File: config.mk
export PLATFORM = sky130hd
export DESIGN_NAME = expr_tokenizer_flat
export DESIGN_NICKNAME = d
export VERILOG_FILES = /design/src/rtl/expr_tokenizer_pkg.sv /design/src/rtl/expr_tokenizer_if.sv /design/src/rtl/expr_tokenizer_dec_accum.sv /design/src/rtl/expr_tokenizer.sv /design/src/flat_wrapper.sv
export SDC_FILE = /design/constraint.sdc
export NUM_CORES = 1
export LEC_CHECK = 0
export ABC_AREA = 1
export BUFFER_PORTS_ARGS = -buffer_cell sky130_fd_sc_hd__buf_2
export CORE_ASPECT_RATIO = 1.75
export CORE_MARGIN = 3
export CORE_UTILIZATION = 25
export DETAILED_ROUTE_END_ITERATION = 8
export GPL_ROUTABILITY_DRIVEN = 0
export PLACE_DENSITY = 0.42
export SLEW_MARGIN = 20
export SYNTH_ARGS = -nofsm -noshare
export SYNTH_HDL_FRONTEND = slang
export SYNTH_SLANG_ARGS = --single-unit
export TNS_END_PERCENT = 5
File: constraint.sdc
create_clock -name clk -period 2.4 [get_ports clk]
set_input_delay 0.12 -clock clk [delete_from_list [all_inputs] [get_ports clk]]
set_output_delay 0.12 -clock clk [all_outputs]
set_load 0.01 [all_outputs]
File: src/rtl/expr_tokenizer_pkg.sv
// Shared definitions for the expression tokenizer.
//   - character codes read from the expression ROM
//   - operator encoding carried on the token stream
//   - error cause codes reported on err_code
//   - FSM state type and state constants
package calc_pkg;

  localparam logic [7:0] DIGIT_MAX = 8'd9;
  localparam logic [7:0] CODE_END  = 8'd10;
  localparam logic [7:0] CODE_ADD  = 8'd20;
  localparam logic [7:0] CODE_SUB  = 8'd21;
  localparam logic [7:0] CODE_MUL  = 8'd22;
  localparam logic [7:0] CODE_DIV  = 8'd23;

  // The low two bits of CODE_ADD..CODE_DIV equal the operator code.
  typedef enum logic [1:0] {
    OP_ADD = 2'd0,
    OP_SUB = 2'd1,
    OP_MUL = 2'd2,
    OP_DIV = 2'd3
  } op_e;

  localparam logic [2:0] ERR_NONE    = 3'd0;
  localparam logic [2:0] ERR_OP      = 3'd1;
  localparam logic [2:0] ERR_EMPTY   = 3'd2;
  localparam logic [2:0] ERR_ILLEGAL = 3'd3;
  localparam logic [2:0] ERR_OVF     = 3'd4;
  localparam logic [2:0] ERR_NOTERM  = 3'd5;

  typedef logic [2:0] state_t;
  localparam state_t ST_IDLE     = 3'd0;
  localparam state_t ST_SCAN     = 3'd1;
  localparam state_t ST_EMIT_NUM = 3'd2;
  localparam state_t ST_EMIT_OP  = 3'd3;
  localparam state_t ST_DONE     = 3'd4;
  localparam state_t ST_ERR      = 3'd5;

  function automatic logic is_op_code(input logic [7:0] c);
    return (c >= CODE_ADD) && (c <= CODE_DIV);
  endfunction

endpackage

File: src/rtl/expr_tokenizer_if.sv
// Token stream between the tokenizer and the calculator core.
// Handshake: a token transfers on a rising edge where tok_valid && tok_ready.
// Once tok_valid is raised it stays high, and every tok_* payload signal is
// held stable, until that transfer happens. tok_ready may change freely.
//   master : tokenizer (drives valid and payload, samples ready)
//   slave  : consumer  (drives ready, samples valid and payload)
interface expr_tokenizer_if #(
  parameter int DATA_W = 16
);
  logic              tok_valid;
  logic              tok_ready;
  logic              tok_is_op;
  logic [DATA_W-1:0] tok_value;
  logic [1:0]        tok_op;
  logic              tok_last;

  modport master (
    output tok_valid, tok_is_op, tok_value, tok_op, tok_last,
    input  tok_ready
  );

  modport slave (
    input  tok_valid, tok_is_op, tok_value, tok_op, tok_last,
    output tok_ready
  );
endinterface

File: src/rtl/expr_tokenizer_dec_accum.sv
// Decimal accumulate step: sum_o = acc_i*10 + digit_i.
// Optional feature macro: TOKENIZER_SAT_EN
//   defined   : a result above 2^DATA_W-1 saturates to all ones, ovf_o = 0
//   undefined : the result wraps and ovf_o flags the overflow
// Ports:
//   acc_i   current accumulator
//   digit_i decimal digit 0..9
//   sum_o   accumulated value
//   ovf_o   result did not fit in DATA_W bits
module dec_accum #(
  parameter int DATA_W = 16
) (
  input  logic [DATA_W-1:0] acc_i,
  input  logic [3:0]        digit_i,
  output logic [DATA_W-1:0] sum_o,
  output logic              ovf_o
);
  // Four extra bits hold the largest case (2^DATA_W-1)*10+9 exactly.
  logic [DATA_W+3:0] wide;
  logic              wide_ovf;

  always_comb begin
    wide     = ({4'b0000, acc_i} << 3) + ({4'b0000, acc_i} << 1)
             + {{DATA_W{1'b0}}, digit_i};
    wide_ovf = |wide[DATA_W+3:DATA_W];
  end

`ifdef TOKENIZER_SAT_EN
  assign sum_o = wide_ovf ? {DATA_W{1'b1}} : wide[DATA_W-1:0];
  assign ovf_o = 1'b0;
`else
  assign sum_o = wide[DATA_W-1:0];
  assign ovf_o = wide_ovf;
`endif
endmodule

File: src/rtl/expr_tokenizer.sv
// Expression tokenizer: walks the expression ROM from index 0, accumulates
// multi-digit decimal operands, emits NUM/OP tokens on a valid/ready stream
// and stops at the terminator, or halts with a sticky error code.
// Optional feature macro: TOKENIZER_SAT_EN (saturating operand accumulation,
// handled inside dec_accum).
// Ports:
//   clk, rst   clock, asynchronous active-low reset
//   start      begin a scan from index 0 (ignored while busy)
//   rom_index  registered ROM address;  rom_data  character at rom_index
//   tok        token stream (master side)
//   busy       scan in progress;  done  one-cycle pulse after the last token
//   error      sticky error flag;  err_code  error cause
//   dbg_state  current FSM state
module expr_tokenizer
  import calc_pkg::*;
#(
  parameter int DATA_W    = 16,
  parameter int ROM_AW    = 7,
  parameter int ROM_DEPTH = 100
) (
  input  logic              clk,
  input  logic              rst,
  input  logic              start,
  output logic [ROM_AW-1:0] rom_index,
  input  logic [7:0]        rom_data,
  expr_tokenizer_if.master  tok,
  output logic              busy,
  output logic              done,
  output logic              error,
  output logic [2:0]        err_code,
  output state_t            dbg_state
);

  localparam logic [ROM_AW-1:0] DEPTH_IDX = ROM_AW'(ROM_DEPTH);

  state_t            state_q, state_d;
  logic [ROM_AW-1:0] idx_q, idx_d;
  logic [DATA_W-1:0] acc_q, acc_d;
  logic [ROM_AW-1:0] dcnt_q, dcnt_d;
  op_e               op_q, op_d;
  logic              last_q, last_d;
  logic              error_q, error_d;
  logic [2:0]        code_q, code_d;

  logic [DATA_W-1:0] acc_sum;
  logic              acc_ovf;

  dec_accum #(.DATA_W(DATA_W)) u_dec_accum (
    .acc_i   (acc_q),
    .digit_i (rom_data[3:0]),
    .sum_o   (acc_sum),
    .ovf_o   (acc_ovf)
  );

  always_comb begin
    state_d = state_q;
    idx_d   = idx_q;
    acc_d   = acc_q;
    dcnt_d  = dcnt_q;
    op_d    = op_q;
    last_d  = last_q;
    error_d = error_q;
    code_d  = code_q;

    case (state_q)
      ST_IDLE, ST_ERR: begin
        if (start) begin
          state_d = ST_SCAN;
          idx_d   = '0;
          acc_d   = '0;
          dcnt_d  = '0;
          last_d  = 1'b0;
          error_d = 1'b0;
          code_d  = ERR_NONE;
        end
      end

      ST_SCAN: begin
        // Depth check comes first: rom_data beyond the scanned range is
        // never interpreted.
        if (idx_q == DEPTH_IDX) begin
          state_d = ST_ERR;
          error_d = 1'b1;
          code_d  = ERR_NOTERM;
        end else if (rom_data <= DIGIT_MAX) begin
          if (acc_ovf) begin
            state_d = ST_ERR;
            error_d = 1'b1;
            code_d  = ERR_OVF;
          end else begin
            acc_d  = acc_sum;
            dcnt_d = dcnt_q + ROM_AW'(1);
            idx_d  = idx_q + ROM_AW'(1);
          end
        end else if (rom_data == CODE_END) begin
          if (dcnt_q == '0) begin
            state_d = ST_ERR;
            error_d = 1'b1;
            code_d  = ERR_EMPTY;
          end else begin
            state_d = ST_EMIT_NUM;
            last_d  = 1'b1;
          end
        end else if (is_op_code(rom_data)) begin
          if (dcnt_q == '0) begin
            state_d = ST_ERR;
            error_d = 1'b1;
            code_d  = ERR_OP;
          end else begin
            state_d = ST_EMIT_NUM;
            last_d  = 1'b0;
            op_d    = op_e'(rom_data[1:0]);
          end
        end else begin
          state_d = ST_ERR;
          error_d = 1'b1;
          code_d  = ERR_ILLEGAL;
        end
      end

      ST_EMIT_NUM: begin
        if (tok.tok_ready) state_d = last_q ? ST_DONE : ST_EMIT_OP;
      end

      // The operator's index step happens on the OP transfer, so it costs
      // no extra cycle.
      ST_EMIT_OP: begin
        if (tok.tok_ready) begin
          state_d = ST_SCAN;
          acc_d   = '0;
          dcnt_d  = '0;
          idx_d   = idx_q + ROM_AW'(1);
        end
      end

      ST_DONE: state_d = ST_IDLE;

      default: state_d = ST_IDLE;
    endcase
  end

  always_ff @(posedge clk or negedge rst) begin
    if (!rst) begin
      state_q <= ST_IDLE;
      idx_q   <= '0;
      acc_q   <= '0;
      dcnt_q  <= '0;
      op_q    <= OP_ADD;
      last_q  <= 1'b0;
      error_q <= 1'b0;
      code_q  <= ERR_NONE;
    end else begin
      state_q <= state_d;
      idx_q   <= idx_d;
      acc_q   <= acc_d;
      dcnt_q  <= dcnt_d;
      op_q    <= op_d;
      last_q  <= last_d;
      error_q <= error_d;
      code_q  <= code_d;
    end
  end

  // Token payload is decoded from registers only, so it is stable for as
  // long as the state waits for tok_ready.
  assign tok.tok_valid = (state_q == ST_EMIT_NUM) || (state_q == ST_EMIT_OP);
  assign tok.tok_is_op = (state_q == ST_EMIT_OP);
  assign tok.tok_value = (state_q == ST_EMIT_NUM) ? acc_q : '0;
  assign tok.tok_op    = (state_q == ST_EMIT_OP) ? op_q : 2'b00;
  assign tok.tok_last  = (state_q == ST_EMIT_NUM) && last_q;

  assign rom_index = idx_q;
  assign busy      = (state_q == ST_SCAN) || (state_q == ST_EMIT_NUM) ||
                     (state_q == ST_EMIT_OP);
  assign done      = (state_q == ST_DONE);
  assign error     = error_q;
  assign err_code  = code_q;
  assign dbg_state = state_q;

endmodule

File: src/flat_wrapper.sv
// flat-port wrapper written by rule: the top's interface ports become plain ports
module expr_tokenizer_flat import calc_pkg::*;
#(
  parameter int DATA_W    = 16,
  parameter int ROM_AW    = 7,
  parameter int ROM_DEPTH = 100
)
  (clk, rst, start, rom_index, rom_data, busy, done, error, err_code, dbg_state, tok_tok_valid, tok_tok_is_op, tok_tok_value, tok_tok_op, tok_tok_last, tok_tok_ready);
  expr_tokenizer_if #(.DATA_W(DATA_W)) tok_i ();
  input  logic clk;
  input  logic rst;
  input  logic start;
  output logic [ROM_AW-1:0] rom_index;
  input  logic [7:0] rom_data;
  output logic busy;
  output logic done;
  output logic error;
  output logic [2:0] err_code;
  output state_t dbg_state;
  output wire logic [$bits(tok_i.tok_valid)-1:0] tok_tok_valid;
  output wire logic [$bits(tok_i.tok_is_op)-1:0] tok_tok_is_op;
  output wire logic [$bits(tok_i.tok_value)-1:0] tok_tok_value;
  output wire logic [$bits(tok_i.tok_op)-1:0] tok_tok_op;
  output wire logic [$bits(tok_i.tok_last)-1:0] tok_tok_last;
  input wire logic [$bits(tok_i.tok_ready)-1:0] tok_tok_ready;
  assign tok_tok_valid = tok_i.tok_valid;
  assign tok_tok_is_op = tok_i.tok_is_op;
  assign tok_tok_value = tok_i.tok_value;
  assign tok_tok_op = tok_i.tok_op;
  assign tok_tok_last = tok_i.tok_last;
  assign tok_i.tok_ready = tok_tok_ready;
  expr_tokenizer #(.DATA_W(DATA_W), .ROM_AW(ROM_AW), .ROM_DEPTH(ROM_DEPTH)) u_core (.clk(clk), .rst(rst), .start(start), .rom_index(rom_index), .rom_data(rom_data), .tok(tok_i), .busy(busy), .done(done), .error(error), .err_code(err_code), .dbg_state(dbg_state));
endmodule
==> results of run 1 <==
-- metal layers --
metal,global-route usage [%],up-vias,wire (um)
met4,5.83,0,305
li1,-,2007,-
met2,32.7,56,7060
met1,17.0,1789,4540
met3,1.11,15,219
met5,0,-,0
-- timing repair --
action	CTS	global route
gates resized for setup	33	12
gates cloned	3	0
pin swaps	18	1
setup endpoints to repair	37	38
buffers inserted	18	0
-- critical path: stages, from the launching register on --
cell	delay (ns)
dfrtp_1	0.39
inv_2	0.07
fa_1	0.47
fa_2	0.37
inv_2	0.08
nand4_1	0.11
nand2_2	0.13
nand2_2	0.07
nand3_1	0.08
nand2_2	0.09
nor2_4	0.13
nand3_1	0.10
nand2_2	0.11
nand2_4	0.11
buf_16	0.23
nand2_1	0.05
nand2_1	0.05
-- stage by stage --
stage | utilization, % | cells | setup WS (ns) | hold WS, ns
2_1_floorplan | - | 553 | -0.0932 | -0.176
3_3_place_gp | 32.2 | 835 | -0.389 | 0.322
3_5_place_dp | 32.2 | 835 | -0.425 | 0.336
4_1_cts | 35.7 | 864 | -0.342 | 0.0246
5_1_grt | 36.0 | 864 | -0.569 | 0.0605
6_report | 36.0 | 864 | -0.349 | -0.0156
-- worst max-delay path by stage --
stage / to / slack, ns / depth (start not counted)
floorplan: u_core.rom_index[2] / -0.09 / 19
global placement: u_core.dcnt_q[2] / -0.39 / 17
detailed placement: u_core.acc_q[12] / -0.42 / 17
CTS: u_core.dcnt_q[5] / -0.34 / 19
global route: u_core.dcnt_q[5] / -0.57 / 15
finish: u_core.dcnt_q[5] / -0.35 / 16
-- state kept, by name (all words and copies together) (netlist names) --
signal	cells
u_core.err_code	3
u_core.dbg_state	3
u_core.op_q	2
u_core.acc_q	16
u_core.error	1
u_core.last_q	1
u_core.rom_index	7
u_core.dcnt_q	7
-- area by class of cell --
cell class	count	area [um^2]	area share [%]
Inverter	86	323	6.45
Sequential cell	40	1000	20.0
Multi-Input combinational cell	414	2280	45.6
Clock buffer	8	146	2.92
Tap cell	177	221	4.42
Timing Repair Buffer	139	1030	20.5
-- layout by cell type, fill, tap and decap left out, types with 2 or more instances in the layout --
master	n
a21oi_1	26
a21oi_2	3
a31oi_1	2
and3_1	4
buf_12	2
buf_16	3
buf_2	48
buf_4	81
buf_6	5
clkbuf_1	2
clkbuf_16	5
dfrtp_1	38
dfrtp_2	2
ha_1	30
ha_4	4
inv_1	77
inv_2	8
nand2_1	154
nand2_2	14
nand3_1	41
nand3_2	6
nand4_1	8
nor2_1	72
nor2_2	5
nor3_1	9
o21ai_0	13
o21bai_1	2
or2_2	2
xnor2_1	5
xor2_1	2
-- cells in the mapped netlist --
master    instances  area share [%]
nand3_1          47             6.6
inv_2             4            0.42
nand4_1           8             1.4
buf_4             3            0.64
inv_1            81             8.6
o21bai_1          2            0.42
clkinv_1          1            0.11
a211oi_1          1            0.21
a21oi_2           1            0.25
buf_6             3            0.95
xor2_1            2            0.49
nor3_1            9             1.3
clkbuf_1          3            0.32
nand2_1         167              18
xnor2_1           5             1.2
o21ai_0          13             1.8
nor3b_1           1            0.21
buf_2             4            0.56
or2_2             2            0.35
nand2_2           2            0.35
ha_1             35              12
a31oi_1           2            0.35
or2_1             1            0.18
o22ai_1           1            0.18
o21ai_2           1            0.25
fa_1              2             1.1
and3_1            4            0.71
o21a_1            1            0.21
a21oi_1          28             4.0
nor2_2            1            0.18
nor2_1           77             8.2
and2_1            1            0.18
dfrtp_1          40              28
-- cells by family after synthesis --
family | Yosys count | share of synthesized area (%)
xor+xnor | 7 | 1.73
compound gates | 50 | 7.66
fa+ha+maj | 37 | 13.5
simple gates | 320 | 37.3
flops | 40 | 28.2
buf+inv | 99 | 11.6
-- power groups by stage --
stage | combinational, uW | sequential [uW] | clock (uW)
4_1_cts | 3850 | 1100 | 723
6_report | 3850 | 1090 | 698
3_3_place_gp | 3120 | 1100 | 0
5_1_grt | 4270 | 1120 | 738
3_5_place_dp | 3130 | 1100 | 0
2_1_floorplan | 1830 | 1070 | 0
==> results.tsv, run 1 <==
stage	metric	value	unit
floorplan	Die H	164	um
critical_path	Reg-to-Reg Start	u_core.acc_q[0]	
logic_synthesis	number of synthesized register bits	40	
power	Sw Share	45.4	%
sta	Setup TNS	-11.72	ns
clock_tree	CTS sink cnt	40	
drt	Vias	3867	
sta	RSZ-0062 raised after global routing	true	
worst_hold_path	Worst Hold Class	in -> async	
drt	drt wl/cell	14.0	um
cells_and_area	# fillers	1534	
logic_synthesis	post-synth net total	602	
floorplan	Starting Density	25.5	%
floorplan	Site Rows	57	
cells_and_area	Final nets	735	
grt	initial antenna violation count	0	
cells_and_area	synthesis-to-finish area growth	41.2	%
sta	pin slew with the least headroom to its limit	0.993	ns
critical_path	Crit Path Class	reg -> reg	
outcome	run status	complete, but fails checks	
sta	fmax	364	MHz
sta	Layout Skew	0.00524	ns
sta	Final min period	2.75	ns
grt	first-pass GRT wire length	19.7	mm
cells_and_area	design area	5000	um^2
placed_design	IO buf count	48	
power	total power	5640	uW
critical_path	worst flop-to-flop path endpoint	u_core.dcnt_q[5]	
logic_synthesis	sequential area share after synthesis	28.2	%
logic_synthesis	Mean Syn Cell Area	6.41	um^2
power	net load switching power	2560	uW
clock_tree	Worst-path clk slew	0.06	ns
drt	# DRC	0	
critical_path	Startpoint Class	register	
power	maximum vdd drop	0.000683	V
drt	total wire length	12.1	mm
outcome	failing checks	hold timing, setup timing	
clock_tree	clk root buf	clkbuf_16	
critical_path	worst path required time	2.58	ns
floorplan	core box area	13900	um^2
critical_path	Worst Path Max Fanout	11	
clock_tree	latest clock arrival within the worst-skew pair	0.29	ns
logic_synthesis	Unique masters post-synth	33	
sta	Rel. slew slack	33.8	%
floorplan	Die Wd	96.0	um
clock_tree	CTS Buf Count	5	
sta	Fin. Hold Viols	10	
critical_path	launch point of the worst path	u_core.acc_q[0]	
cells_and_area	n_diodes	0	
sta	Final Max Slew Viols	0	
drt	number of vias per cell	4.48	
sta	Final Worst Setup Slack	-0.349	ns
critical_path	arrival time at the worst endpoint	2.93	ns
power	combinational share of power	68.3	%
grt	global route overflow	0	
drt	drt first pass iters	4	
sta	final setup vio count	38	
grt	largest net degree at the start of global routing	41	
critical_path	Worst setup EP type	register	
drt	Final ANT Viol Nets	0	
floorplan	io pins	49	
logic_synthesis	Synthesis Warnings	0	
flow_run	max_cap viols	0	
clock_tree	clk buf depth	2	
cells_and_area	layout cells sized above 1	28.4	%
floorplan	die area	15700	um^2
drt	initial detailed-routing violation count	124	
placed_design	DP Area	4480	um^2
sta	worst hold slack	-0.0156	ns
logic_synthesis	Gate Count Post-Synth	553	
clock_tree	CTS tree	done	
clock_tree	Post-CTS Hold Buffers	0	
power	PD cells	1130	nW/um^2
critical_path	Reg2Reg Depth	16	
clock_tree	H-tree depth	2	
logic_synthesis	cell area after synthesis	3540	um^2
grt	GRT Total Usage	16.4	%
sta	fin crit share	115	%
power	Power Internal	3080	uW
placed_design	DP HPWL	9.15	mm
power	Clk pwr share	12.4	%
critical_path	setup slack on the worst flop-to-flop path	-0.35	ns
power	sequential share of power	19.3	%
grt	vias in the first global route	3980	
power	Lkg Pwr	0.00286	uW
Note: power is estimated with default switching activity, not from simulation.
==> inputs of run 2 (changes only) <==
- PLACE_DENSITY: 0.42 -> 0.46
- clock period: 2.4 -> 2.33 ns (I/O delays scaled with it)
==> run 2 against run 1 <==
Effect of this change:
- flip-flop and latch count stayed put
- clock power is 4.0% higher
- sequential share of layout area hardly changed
- non-clock buffer count is 17 lower
- power is 5.3% higher
- design area hardly changed
- first-iteration DRC count is 2.4% higher
- highest routed layer unchanged
- the run ends with setup timing left
- clock skew is 0.0025 ns lower
- worst setup slack worse by 0.082 ns
- utilization hardly changed
==> results.tsv, run 2 (synthesis results as in run 1) <==
stage	metric	value	unit	change
outcome	run status	complete, but fails checks		
outcome	failing checks	setup timing		
grt	largest net degree at the start of global routing	41		unchanged
drt	# DRC	0		unchanged
sta	fmax	362	MHz	-0.44%
placed_design	DP Area	4450	um^2	-0.56%
critical_path	Slowest cell on crit path	dfrtp_1		
critical_path	Startpoint Class	register		
cells_and_area	# fillers	1522		-0.78%
floorplan	Site Rows	57		unchanged
cells_and_area	Layout Utilization	36.0	%	about the same
power	Clk pwr share	12.2	%	-0.2 points
power	sequential share of power	18.8	%	-0.5 points
drt	Vias	3848		-0.49%
clock_tree	CTS Buf Count	5		unchanged
placed_design	placed cells	830		-0.60%
power	net load switching power	2730	uW	+6.5%
floorplan	Starting Density	25.5	%	unchanged
clock_tree	clk root buf	clkbuf_16		
sta	RSZ-0062 raised after global routing	true		
power	total power	5940	uW	+5.3%
drt	total wire length	11.9	mm	-2.3%
grt	first-pass GRT wire length	18.8	mm	-4.6%
cells_and_area	most flop-heavy register	u_core.acc_q		
cells_and_area	most frequent cells in the layout	nand2_1 (137), inv_1 (79), nor2_1 (74)		
sta	Final Worst Setup Slack	-0.431	ns	-0.0823 ns
cells_and_area	synthesis-to-finish area growth	41.2	%	about the same
critical_path	worst path required time	2.50	ns	-0.08 ns
cells_and_area	commonest non-fill, non-tap cell in the layout	nand2_1		
critical_path	largest stage delay on the critical path	0.38	ns	-0.09 ns
clock_tree	H-tree depth	2		unchanged
critical_path	Critical Path Most Common Cell	nand2_1		
grt	global route overflow	0		unchanged
power	Power Internal	3210	uW	+4.3%
sta	final setup vio count	37		-2.6%
floorplan	Die H	164	um	unchanged
grt	vias in the first global route	3905		-1.9%
flow_run	max_cap viols	0		unchanged
cells_and_area	fin cells	847		-2.0%
sta	Fin. Hold Viols	0		-10
clock_tree	latest clock arrival within the worst-skew pair	0.29	ns	about the same
cells_and_area	design area	5000	um^2	about the same
sta	pin slew with the least headroom to its limit	0.986	ns	-0.00719 ns
drt	drt first pass iters	4		unchanged
critical_path	Worst Path Max Fanout	7		-4
sta	Final Max Slew Viols	0		unchanged
worst_hold_path	Worst Hold Class	in -> reg		
floorplan	core box area	13900	um^2	unchanged
power	PD cells	1190	nW/um^2	+5.3%
placed_design	IO buf count	48		unchanged
grt	initial antenna violation count	0		unchanged
cells_and_area	Largest register FFs	16		unchanged
sta	Layout Skew	0.00279	ns	-0.00245 ns
placed_design	DP HPWL	8.63	mm	-5.7%
grt	GRT Total Usage	15.5	%	-0.90 points
sta	fin crit share	119	%	+4.0 points
power	combinational share of power	68.9	%	+0.6 points
cells_and_area	n_diodes	0		unchanged
power	Lkg Pwr	0.00280	uW	-2.1%
critical_path	Crit Path Class	reg -> reg		
drt	drt wl/cell	14.0	um	-0.31%
cells_and_area	Final nets	718		-2.3%
clock_tree	CTS tree	done		
floorplan	Die Wd	96.0	um	unchanged
clock_tree	Worst-path clk slew	0.06	ns	about the same
sta	Final min period	2.76	ns	+0.0123 ns
placed_design	Place WS	-0.490	ns	-0.0651 ns
power	Sw Share	45.9	%	+0.50 points
sta	Rel. slew slack	34.3	%	+0.48 points
drt	Final ANT Viol Nets	0		unchanged
critical_path	Worst setup EP type	register		
floorplan	io pins	49		unchanged
drt	initial detailed-routing violation count	127		+2.4%
critical_path	arrival time at the worst endpoint	2.94	ns	about the same
power	maximum vdd drop	0.000706	V	+3.5%
floorplan	die area	15700	um^2	unchanged
cells_and_area	layout cells sized above 1	29.1	%	+0.72 points
critical_path	crit-path cells	ha_1 -> ha_2 -> inv_1 -> fa_2 -> inv_2 -> nand4_1 -> nand2_2 -> nand2_1 -> nand3_1 -> nand2_1 -> nor2_2 -> nand3_1 -> nand2_2 -> nand2_8 -> buf_6 -> nand2_1 -> nand2_1		
clock_tree	CTS sink cnt	40		unchanged
clock_tree	clk buf depth	2		unchanged
drt	number of vias per cell	4.54		+1.5%
-- run 2: cell types whose count changed in the layout (fill, tap and decap cells not counted), sizes merged --
cell         before  now
clkbuf            8   10
dlygate4sd3       0    1
buf             139  119
-- run 2: metal layers --
metal / track usage (%) / vias up / share of wire [%]
li1: - / 1975 / -
met1: 16.4 / 1783 / 38
met2: 29.6 / 65 / 57
met3: 1.24 / 25 / 2.1
met4: 7.25 / 0 / 3.2
met5: 0 / - / 0
-- run 2: final cells by class --
type / count / area (um^2) / area share, %
Clock buffer: 8 / 146 / 2.93
Inverter: 86 / 323 / 6.45
Multi-Input combinational cell: 414 / 2360 / 47.2
Sequential cell: 40 / 1000 / 20.1
Tap cell: 177 / 221 / 4.43
Timing Repair Buffer: 122 / 948 / 19.0
-- run 2: path summary, 6_finish.rpt --
| check | startpoint | to | depth (start not counted) | slack, ns |
|---|---|---|---|---|
| max in group asynchronous | rst | u_core.acc_q[10] | 2 | 1.53 |
| min in group asynchronous | rst | u_core.acc_q[13] | 2 | 0.37 |
| worst max-delay path | u_core.acc_q[1] | u_core.rom_index[0] | 17 | -0.43 |
| worst min register to register | u_core.err_code[2] | u_core.err_code[2] | 2 | 0.47 |
| worst min-delay path | tok_tok_ready | u_core.dbg_state[1] | 2 | 0.08 |
| worst max register to register | u_core.acc_q[1] | u_core.rom_index[0] | 17 | -0.43 |
-- run 2: power groups by stage --
stage | logic, uW | registers (uW) | clock network [uW]
floorplan | 1880 | 1110 | 0
global placement | 3180 | 1120 | 0
detailed placement | 3210 | 1130 | 0
CTS | 3640 | 1120 | 751
global route | 4500 | 1150 | 779
finish | 4090 | 1120 | 726
-- run 2: stage by stage --
step	TNS (ns)	hold slack, ns
floorplan	-5.11	-0.179
global placement	-15.02	0.348
detailed placement	-16.41	0.356
CTS	-14.39	0.0465
global route	-20.95	0.124
finish	-14.28	0.0782
-- run 2: repair_timing --
action / CTS / global route
endpoints found under the hold margin: 0 / 40
gates cloned: 3 / 2
buffers inserted: 1 / 2
setup endpoints to repair: 37 / 37
resized for setup: 13 / 49
pin swaps: 2 / 20
hold buffers: 0 / 1
-- run 2: critical path, delay by kind of cell, from the launching register on --
family	cells	cell delay, ns
simple gates	11	1.08
fa+ha+maj	3	0.84
flops	1	0.38
buf+inv	3	0.33
